$ cat config.mk
export PLATFORM = sky130hd
export DESIGN_NAME = cpu_eu_pipe_flat
export DESIGN_NICKNAME = d
export VERILOG_FILES = /design/src/rtl/cpu_eu_pkg.sv /design/src/rtl/cpu_eu_pipe_if.sv /design/src/rtl/cpu_eu_alu.sv /design/src/rtl/cpu_eu_pipe.sv /design/src/flat_wrapper.sv
export SDC_FILE = /design/constraint.sdc
export NUM_CORES = 2
export LEC_CHECK = 0
export CORE_MARGIN = 2
export CORE_UTILIZATION = 55
export DETAILED_ROUTE_END_ITERATION = 16
export GPL_ROUTABILITY_DRIVEN = 0
export GPL_TIMING_DRIVEN = 0
export MAX_ROUTING_LAYER = met4
export PLACE_DENSITY = 0.69
export SETUP_SLACK_MARGIN = 0.1
export SLEW_MARGIN = 5
export SYNTH_ARGS = -nofsm -noshare
export SYNTH_HDL_FRONTEND = slang
export SYNTH_SLANG_ARGS = --single-unit
$ cat constraint.sdc
create_clock -name clk -period 7.2 [get_ports clk]
set_clock_uncertainty 0.15 [all_clocks]
set_input_delay 0.72 -clock clk [delete_from_list [all_inputs] [get_ports clk]]
set_output_delay 0.72 -clock clk [all_outputs]
set_load 0.005 [all_outputs]
$ cat src/rtl/cpu_eu_pkg.sv
// rtl/cpu_eu_pkg.sv - shared encodings, stage-2 state and ALU control decode for cpu_eu_pipe
package cpu_eu_pkg;

    localparam logic [1:0] ALUOP_ADD   = 2'b00;
    localparam logic [1:0] ALUOP_SUB   = 2'b01;
    localparam logic [1:0] ALUOP_FUNCT = 2'b10;
    localparam logic [1:0] ALUOP_OR    = 2'b11;

    localparam logic [5:0] FUNCT_ADD = 6'h20;
    localparam logic [5:0] FUNCT_SUB = 6'h22;
    localparam logic [5:0] FUNCT_AND = 6'h24;
    localparam logic [5:0] FUNCT_OR  = 6'h25;
    localparam logic [5:0] FUNCT_NOR = 6'h27;
    localparam logic [5:0] FUNCT_SLT = 6'h2A;

    typedef enum logic [1:0] {
        S2_EMPTY = 2'd0,
        S2_WB    = 2'd1,
        S2_MEM   = 2'd2
    } s2_state_e;

    typedef enum logic [2:0] {
        ALU_ADD = 3'd0,
        ALU_SUB = 3'd1,
        ALU_AND = 3'd2,
        ALU_OR  = 3'd3,
        ALU_NOR = 3'd4,
        ALU_SLT = 3'd5
    } alu_ctrl_e;

    // Unknown funct codes fall back to add.
    function automatic alu_ctrl_e alu_decode(input logic [1:0] aluop, input logic [5:0] funct);
        alu_ctrl_e ctrl;
        ctrl = ALU_ADD;
        case (aluop)
            ALUOP_SUB: ctrl = ALU_SUB;
            ALUOP_OR:  ctrl = ALU_OR;
            ALUOP_FUNCT: begin
                case (funct)
                    FUNCT_SUB: ctrl = ALU_SUB;
                    FUNCT_AND: ctrl = ALU_AND;
                    FUNCT_OR:  ctrl = ALU_OR;
                    FUNCT_NOR: ctrl = ALU_NOR;
                    FUNCT_SLT: ctrl = ALU_SLT;
                    default:   ctrl = ALU_ADD;
                endcase
            end
            default: ctrl = ALU_ADD;
        endcase
        return ctrl;
    endfunction

endpackage

$ cat src/rtl/cpu_eu_pipe_if.sv
// rtl/cpu_eu_pipe_if.sv - instruction/control bundle, memory port and status of cpu_eu_pipe
interface cpu_eu_pipe_if #(
    parameter int DW = 32
);
    logic          in_valid;
    logic          in_ready;
    logic          RegDst;
    logic          ALUSrc;
    logic          RegWrite;
    logic          MemtoReg;
    logic          MemRead;
    logic          MemWrite;
    logic [1:0]    ALUOp;
    logic [25:0]   Instruction;
    logic          ram_req;
    logic          ram_we;
    logic [DW-1:0] ram_addr;
    logic [DW-1:0] ram_wdata;
    logic [DW-1:0] ram_rdata;
    logic          ram_ack;
    logic          zero;
    logic          busy;

    modport slave (
        input  in_valid, RegDst, ALUSrc, RegWrite, MemtoReg, MemRead, MemWrite,
               ALUOp, Instruction, ram_rdata, ram_ack,
        output in_ready, ram_req, ram_we, ram_addr, ram_wdata, zero, busy
    );

    modport master (
        output in_valid, RegDst, ALUSrc, RegWrite, MemtoReg, MemRead, MemWrite,
               ALUOp, Instruction, ram_rdata, ram_ack,
        input  in_ready, ram_req, ram_we, ram_addr, ram_wdata, zero, busy
    );
endinterface

$ cat src/rtl/cpu_eu_alu.sv
// rtl/cpu_eu_alu.sv - combinational ALU with ALUOp/funct control decode
module cpu_eu_alu
    import cpu_eu_pkg::*;
#(
    parameter int DW = 32
) (
    input  logic [DW-1:0] i_a,
    input  logic [DW-1:0] i_b,
    input  logic [1:0]    i_aluop,
    input  logic [5:0]    i_funct,
    output logic [DW-1:0] o_result
);
    alu_ctrl_e w_ctrl;

    assign w_ctrl = alu_decode(i_aluop, i_funct);

    always_comb begin
        o_result = i_a + i_b;
        case (w_ctrl)
            ALU_SUB: o_result = i_a - i_b;
            ALU_AND: o_result = i_a & i_b;
            ALU_OR:  o_result = i_a | i_b;
            ALU_NOR: o_result = ~(i_a | i_b);
            ALU_SLT: o_result = ($signed(i_a) < $signed(i_b)) ? DW'(1) : '0;
            default: o_result = i_a + i_b;
        endcase
    end
endmodule

$ cat src/rtl/cpu_eu_pipe.sv
// rtl/cpu_eu_pipe.sv - two-stage execute / memory-writeback pipe with forwarding register file
module cpu_eu_pipe
    import cpu_eu_pkg::*;
#(
    parameter int DW   = 32,
    parameter int NREG = 32
) (
    input  logic        clk,
    input  logic        reset_n,
    cpu_eu_pipe_if.slave bus
);
    localparam int AW = $clog2(NREG);

    logic [DW-1:0] r_regs [NREG];
    s2_state_e     r_state;
    s2_state_e     w_next_state;
    logic [DW-1:0] r_alu;
    logic [DW-1:0] r_rtdata;
    logic [AW-1:0] r_dst;
    logic          r_regwrite;
    logic          r_memtoreg;
    logic          r_store;
    logic          r_zero;

    logic [AW-1:0] w_rs;
    logic [AW-1:0] w_rt;
    logic [AW-1:0] w_rd;
    logic [DW-1:0] w_rs_data;
    logic [DW-1:0] w_rt_data;
    logic [DW-1:0] w_imm;
    logic [DW-1:0] w_alu_b;
    logic [DW-1:0] w_alu_res;
    logic signed [15:0] w_imm16;
    logic          w_accept;
    logic          w_wr_en;
    logic [DW-1:0] w_wr_data;

    assign w_rs     = bus.Instruction[21 +: AW];
    assign w_rt     = bus.Instruction[16 +: AW];
    assign w_rd     = bus.Instruction[11 +: AW];
    assign w_imm16  = $signed(bus.Instruction[15:0]);
    assign w_imm    = DW'(w_imm16);
    assign w_accept = bus.in_valid && (r_state != S2_MEM);

    // Register 0 is hardwired; w_wr_en never targets it, so it is never forwarded either.
    assign w_rs_data = (w_rs == '0) ? '0 :
                       (w_wr_en && (r_dst == w_rs)) ? w_wr_data : r_regs[w_rs];
    assign w_rt_data = (w_rt == '0) ? '0 :
                       (w_wr_en && (r_dst == w_rt)) ? w_wr_data : r_regs[w_rt];
    assign w_alu_b   = bus.ALUSrc ? w_imm : w_rt_data;

    cpu_eu_alu #(.DW(DW)) u_alu (
        .i_a      (w_rs_data),
        .i_b      (w_alu_b),
        .i_aluop  (bus.ALUOp),
        .i_funct  (bus.Instruction[5:0]),
        .o_result (w_alu_res)
    );

    always_ff @(posedge clk or negedge reset_n) begin
        if (!reset_n) begin
            r_state <= S2_EMPTY;
        end else begin
            r_state <= w_next_state;
        end
    end

    always_comb begin
        w_next_state = S2_EMPTY;
        if (w_accept) begin
            if (bus.MemRead || bus.MemWrite) begin
                w_next_state = S2_MEM;
            end else if (bus.RegWrite) begin
                w_next_state = S2_WB;
            end
        end else if ((r_state == S2_MEM) && !bus.ram_ack) begin
            w_next_state = S2_MEM;
        end
    end

    always_comb begin
        bus.in_ready = (r_state != S2_MEM);
        bus.busy     = (r_state != S2_EMPTY);
        bus.ram_req  = (r_state == S2_MEM);
        bus.ram_we   = (r_state == S2_MEM) && r_store;
        w_wr_en      = 1'b0;
        w_wr_data    = r_alu;
        case (r_state)
            S2_WB: w_wr_en = r_regwrite && (r_dst != '0);
            S2_MEM: begin
                w_wr_en = bus.ram_ack && !r_store && r_regwrite && (r_dst != '0);
                if (r_memtoreg) begin
                    w_wr_data = bus.ram_rdata;
                end
            end
            default: w_wr_en = 1'b0;
        endcase
    end

    assign bus.ram_addr  = r_alu;
    assign bus.ram_wdata = r_rtdata;
    assign bus.zero      = r_zero;

    always_ff @(posedge clk or negedge reset_n) begin
        if (!reset_n) begin
            r_alu      <= '0;
            r_rtdata   <= '0;
            r_dst      <= '0;
            r_regwrite <= 1'b0;
            r_memtoreg <= 1'b0;
            r_store    <= 1'b0;
            r_zero     <= 1'b0;
        end else if (w_accept) begin
            r_alu      <= w_alu_res;
            r_rtdata   <= w_rt_data;
            r_dst      <= bus.RegDst ? w_rd : w_rt;
            r_regwrite <= bus.RegWrite;
            r_memtoreg <= bus.MemtoReg;
            r_store    <= bus.MemWrite;
            r_zero     <= (w_alu_res == '0);
        end
    end

    always_ff @(posedge clk or negedge reset_n) begin
        if (!reset_n) begin
            for (int i = 0; i < NREG; i++) begin
                r_regs[i] <= '0;
            end
        end else if (w_wr_en) begin
            r_regs[r_dst] <= w_wr_data;
        end
    end
endmodule

$ cat src/flat_wrapper.sv
// flat-port wrapper written by rule: the top's interface ports become plain ports
module cpu_eu_pipe_flat import cpu_eu_pkg::*;
#(
    parameter int DW   = 32,
    parameter int NREG = 32
)
  (clk, reset_n, bus_in_valid, bus_RegDst, bus_ALUSrc, bus_RegWrite, bus_MemtoReg, bus_MemRead, bus_MemWrite, bus_ALUOp, bus_Instruction, bus_ram_rdata, bus_ram_ack, bus_in_ready, bus_ram_req, bus_ram_we, bus_ram_addr, bus_ram_wdata, bus_zero, bus_busy);
  cpu_eu_pipe_if #(.DW(DW)) bus_i ();
  input  logic clk;
  input  logic reset_n;
  input wire logic [$bits(bus_i.in_valid)-1:0] bus_in_valid;
  input wire logic [$bits(bus_i.RegDst)-1:0] bus_RegDst;
  input wire logic [$bits(bus_i.ALUSrc)-1:0] bus_ALUSrc;
  input wire logic [$bits(bus_i.RegWrite)-1:0] bus_RegWrite;
  input wire logic [$bits(bus_i.MemtoReg)-1:0] bus_MemtoReg;
  input wire logic [$bits(bus_i.MemRead)-1:0] bus_MemRead;
  input wire logic [$bits(bus_i.MemWrite)-1:0] bus_MemWrite;
  input wire logic [$bits(bus_i.ALUOp)-1:0] bus_ALUOp;
  input wire logic [$bits(bus_i.Instruction)-1:0] bus_Instruction;
  input wire logic [$bits(bus_i.ram_rdata)-1:0] bus_ram_rdata;
  input wire logic [$bits(bus_i.ram_ack)-1:0] bus_ram_ack;
  output wire logic [$bits(bus_i.in_ready)-1:0] bus_in_ready;
  output wire logic [$bits(bus_i.ram_req)-1:0] bus_ram_req;
  output wire logic [$bits(bus_i.ram_we)-1:0] bus_ram_we;
  output wire logic [$bits(bus_i.ram_addr)-1:0] bus_ram_addr;
  output wire logic [$bits(bus_i.ram_wdata)-1:0] bus_ram_wdata;
  output wire logic [$bits(bus_i.zero)-1:0] bus_zero;
  output wire logic [$bits(bus_i.busy)-1:0] bus_busy;
  assign bus_i.in_valid = bus_in_valid;
  assign bus_i.RegDst = bus_RegDst;
  assign bus_i.ALUSrc = bus_ALUSrc;
  assign bus_i.RegWrite = bus_RegWrite;
  assign bus_i.MemtoReg = bus_MemtoReg;
  assign bus_i.MemRead = bus_MemRead;
  assign bus_i.MemWrite = bus_MemWrite;
  assign bus_i.ALUOp = bus_ALUOp;
  assign bus_i.Instruction = bus_Instruction;
  assign bus_i.ram_rdata = bus_ram_rdata;
  assign bus_i.ram_ack = bus_ram_ack;
  assign bus_in_ready = bus_i.in_ready;
  assign bus_ram_req = bus_i.ram_req;
  assign bus_ram_we = bus_i.ram_we;
  assign bus_ram_addr = bus_i.ram_addr;
  assign bus_ram_wdata = bus_i.ram_wdata;
  assign bus_zero = bus_i.zero;
  assign bus_busy = bus_i.busy;
  cpu_eu_pipe #(.DW(DW), .NREG(NREG)) u_core (.clk(clk), .reset_n(reset_n), .bus(bus_i));
endmodule
==> flow_summary.ini <==
[outcome]
status = complete, but fails checks
violations = capacitance limit, slew limit, setup timing

[die]
die_w_um = 341
ioPinCount = 139
die_h_um = 341
rows = 123
initial_core_util_pct = 55.5
die_area_um2 = 116000
core_um2 = 112000

[pwr]
p_int_w = 0.0160
p_sw_w = 0.0102
p_comb_share_pct = 37.4
total_power_w = 0.0262
clock_power_share_pct = 25.8
seq_power_share_pct = 36.7
switching_share_pct = 38.9
p_leak_nw = 30.6
p_per_area_nw_per_um2 = 367
ir_drop_v = 0.000277

[worst_setup_path]
end_kind = flip-flop
cp-start-kind = primary input
worstPathArrival_ns = 7.72
criticalPathCategory = primary input to flip-flop
required_ns = 7.70
worstPathMaxFanout = 10

[sta]
finalSetupViolCount = 1
worst_slack_ns = -0.0122
finalHoldViolations = 0
slew_headroom_pct = -8.05
rsz0062_at_grt = no
period_share_pct = 100
worstMarginPinSlew_ns = 1.58
finalSetupTns_ns = -0.0122
finalWorstPathRequiredPeriod_ns = 7.21
drv_slew = 15
fmax_mhz = 139

[clock_tree]
clock_path_buffers = 3
clock_tree.root_cell = clkbuf_16
cts_sinks = 1099
numCtsBuffers = 116
cts_tree = yes
worstSkewPairLatency_ns = 0.74
cts.clk_slew.worst_paths_ns = 0.06
htreeDepth = 3

[global_route]
antenna_found_initial = 18
grt_overflow_total = 0
track_usage_pct = 47.1
grt_pass1_vias = 53400
grt_max_degree = 170
grt_first_pass_wirelength_um = 377000

[synthesis]
yosys-top-cells-area = dfrtp_1 44%, mux4_2 21%, o21ai_0 5.3%
syn_inst = 5803
synthArstFlopShare_pct = 100
synth_top_family_by_area = multiplexers
synth_compound_area_share_pct = 13.6
yosysWarnings = 0
synth_area_per_cell_um2 = 10.8
synth_xor_area_share_pct = 0.631
synth-edff-count = 0
synth_area_um2 = 62400
synth_ff_type = dfrtp_1
syn_nets = 5981
yosysSeqAreaShare_pct = 44.0
synth-seq-cells = 1099
ys_types = 106
synth_simple_gate_area_share_pct = 10.9
synth_top_area_share_pct = 44.0
yosys.area.top_type = dfrtp_1
synth_adder_area_share_pct = 2.18
synth_mux_area_share_pct = 24.3

[worst_hold_path]
hold_class = flip-flop to flip-flop

[place]
place_ws_ns = -2.80
place_area_um2 = 66000
io_buffers = 131
hpwl_um = 195000

[route]
first_iter_violations = 10200
dr.pass1.iters = 8
wl_per_cell_um = 34.7
vias_per_cell = 7.26
drc_errors = 0
wl_um = 267000
num_vias = 55900
ant_nets = 0

[final_layout]
design_area_um2 = 71300
area_delta_synth_final_pct = 14.2
drive_gt1_share_pct = 17.9
fill_cells = 8857
multiInputGateArea_um2 = 32600
utilization_pct = 63.4
regArea_um2 = 27500
nets = 6248

[job]
drv_cap = 4
## Yosys cell counts (13+ instances only)
cell	number
dfrtp_1	1099
nand2_1	845
o21ai_0	667
mux4_2	587
nor2_1	532
a21oi_1	529
clkbuf_1	450
mux2i_1	161
ha_1	107
inv_1	96
buf_1	69
nand3_1	57
nor3_1	37
o21a_1	32
nor2b_1	24
xnor2_1	24
xor2_1	21
nand2b_1	19
o22ai_1	19
mux2_2	18
o221ai_1	17
a22oi_1	16
o211ai_1	15
o21bai_1	15
o31ai_1	15
and3_1	14
a211oi_1	13
a221oi_1	13
and2_1	13
buf_6	13
## layer usage
layer,GRT usage (%),routed length (um),vias up
li1,-,-,21700
met1,56.0,87600,27500
met2,62.2,110000,5256
met3,22.3,45300,1400
met4,34.4,24100,0
met5,-,0,-
## cell type report
| type | instances | area share [%] |
|---|---|---|
| multi-input combinational | 4047 | 45.7 |
| sequential | 1099 | 38.6 |
| clock buffer | 153 | 4.62 |
| buffer | 555 | 4.20 |
| tap | 1500 | 2.63 |
| timing repair buffer | 154 | 2.38 |
| clock inverter | 63 | 1.34 |
| inverter | 97 | 0.511 |
| antenna | 24 | 0.0842 |
## sequential cells by signal (all words and copies together) (netlist names)
| register | count |
|---|---|
| u_core.r_regs | 1024 |
| u_core.bus.ram_wdata | 32 |
| u_core.r_store | 1 |
| u_core.r_memtoreg | 1 |
| u_core.r_dst | 5 |
| u_core.bus.ram_addr | 32 |
| u_core.r_regwrite | 1 |
| u_core.r_state | 2 |
| u_core.bus.zero | 1 |
## placed cells by master, fill, tap and decap left out, types with 17 or more instances in the layout
| master | netlist | final |
|---|---|---|
| a21oi_1 | 529 | 524 |
| buf_2 | 11 | 20 |
| buf_4 | 9 | 26 |
| buf_6 | 13 | 30 |
| buf_8 | 3 | 17 |
| bufinv_16 | 0 | 21 |
| clkbuf_1 | 450 | 400 |
| clkbuf_16 | 0 | 116 |
| clkbuf_2 | 1 | 24 |
| clkbuf_4 | 0 | 28 |
| clkbuf_8 | 0 | 30 |
| clkdlybuf4s50_1 | 0 | 130 |
| clkinv_2 | 0 | 24 |
| dfrtp_1 | 1099 | 1099 |
| diode_2 | 0 | 24 |
| ha_1 | 107 | 107 |
| inv_1 | 96 | 96 |
| mux2_2 | 18 | 18 |
| mux2i_1 | 161 | 133 |
| mux2i_2 | 0 | 19 |
| mux4_2 | 587 | 587 |
| nand2_1 | 845 | 844 |
| nand2b_1 | 19 | 19 |
| nand3_1 | 57 | 56 |
| nor2_1 | 532 | 527 |
| nor2b_1 | 24 | 24 |
| nor3_1 | 37 | 35 |
| o21a_1 | 32 | 30 |
| o21ai_0 | 667 | 664 |
| o221ai_1 | 17 | 17 |
| o22ai_1 | 19 | 19 |
| xnor2_1 | 24 | 24 |
| xor2_1 | 21 | 21 |
## power groups by stage
stage / Clock, W / Combinational (W) / Sequential (W)
3_5_place_dp: 0 / 0.00906 / 0.00955
6_report: 0.00676 / 0.00980 / 0.00961
4_1_cts: 0.00669 / 0.00923 / 0.00948
5_1_grt: 0.00696 / 0.0102 / 0.00976
2_1_floorplan: 0 / 0.00597 / 0.00905
3_3_place_gp: 0 / 0.00885 / 0.00947
## cells by family after synthesis
| kind of cell | after synthesis |
|---|---|
| AOI/OAI and AO/OA | 1488 |
| xor gates and xnor gates | 45 |
| adders and majority gates | 108 |
| buffers and inverters | 657 |
| DFF | 1099 |
| muxes | 776 |
| and+or+nand+nor | 1630 |
## timing repair
action                                  4_1_cts  5_1_grt
resized for setup                           265      154
buffers inserted                              0        6
endpoints found under the setup margin       29        8
hold buffers                                  1        0
hold endpoints to repair                    138        0
pin swaps                                     1        3
## worst max-delay path: stages
cell	delay [ns]
clkdlybuf4s50_1	0.79
clkbuf_2	0.41
clkbuf_2	0.63
clkdlybuf4s15_2	0.64
mux2i_2	0.40
mux2i_1	0.17
nand2_1	0.19
ha_1	0.22
inv_1	0.06
ha_1	0.20
o21ai_1	0.24
a221oi_2	0.09
a32o_2	0.32
a311o_1	0.40
o31ai_2	0.26
mux2i_1	0.33
o211ai_1	0.19
nor4_2	0.39
o2111ai_1	0.25
nor4_2	0.38
nand4_1	0.18
o31ai_2	0.23
## worst paths after layout
| kind | from | endpoint | slack, ns | cells after the start |
|---|---|---|---|---|
| worst max-delay path | bus_Instruction[24] | u_core.bus.zero | -0.01 | 22 |
| worst min-delay path | u_core.bus.ram_wdata[5] | u_core.bus.ram_wdata[5] | 0.32 | 2 |
| worst max register to register | u_core.r_state[0] | u_core.bus.zero | 0.23 | 23 |
| worst min register to register | u_core.bus.ram_wdata[5] | u_core.bus.ram_wdata[5] | 0.32 | 2 |
| max in group asynchronous | reset_n | u_core.bus.ram_addr[21] | 4.46 | 4 |
| min in group asynchronous | reset_n | u_core.r_regs[545] | 0.51 | 2 |
## through the flow
stage,hold slack (ns),instances
floorplan,0.274,5803
global placement,0.303,7434
detailed placement,0.313,7449
CTS,0.327,7664
global route,0.349,7683
finish,0.324,7692
Power figures use the tool's default switching activity.
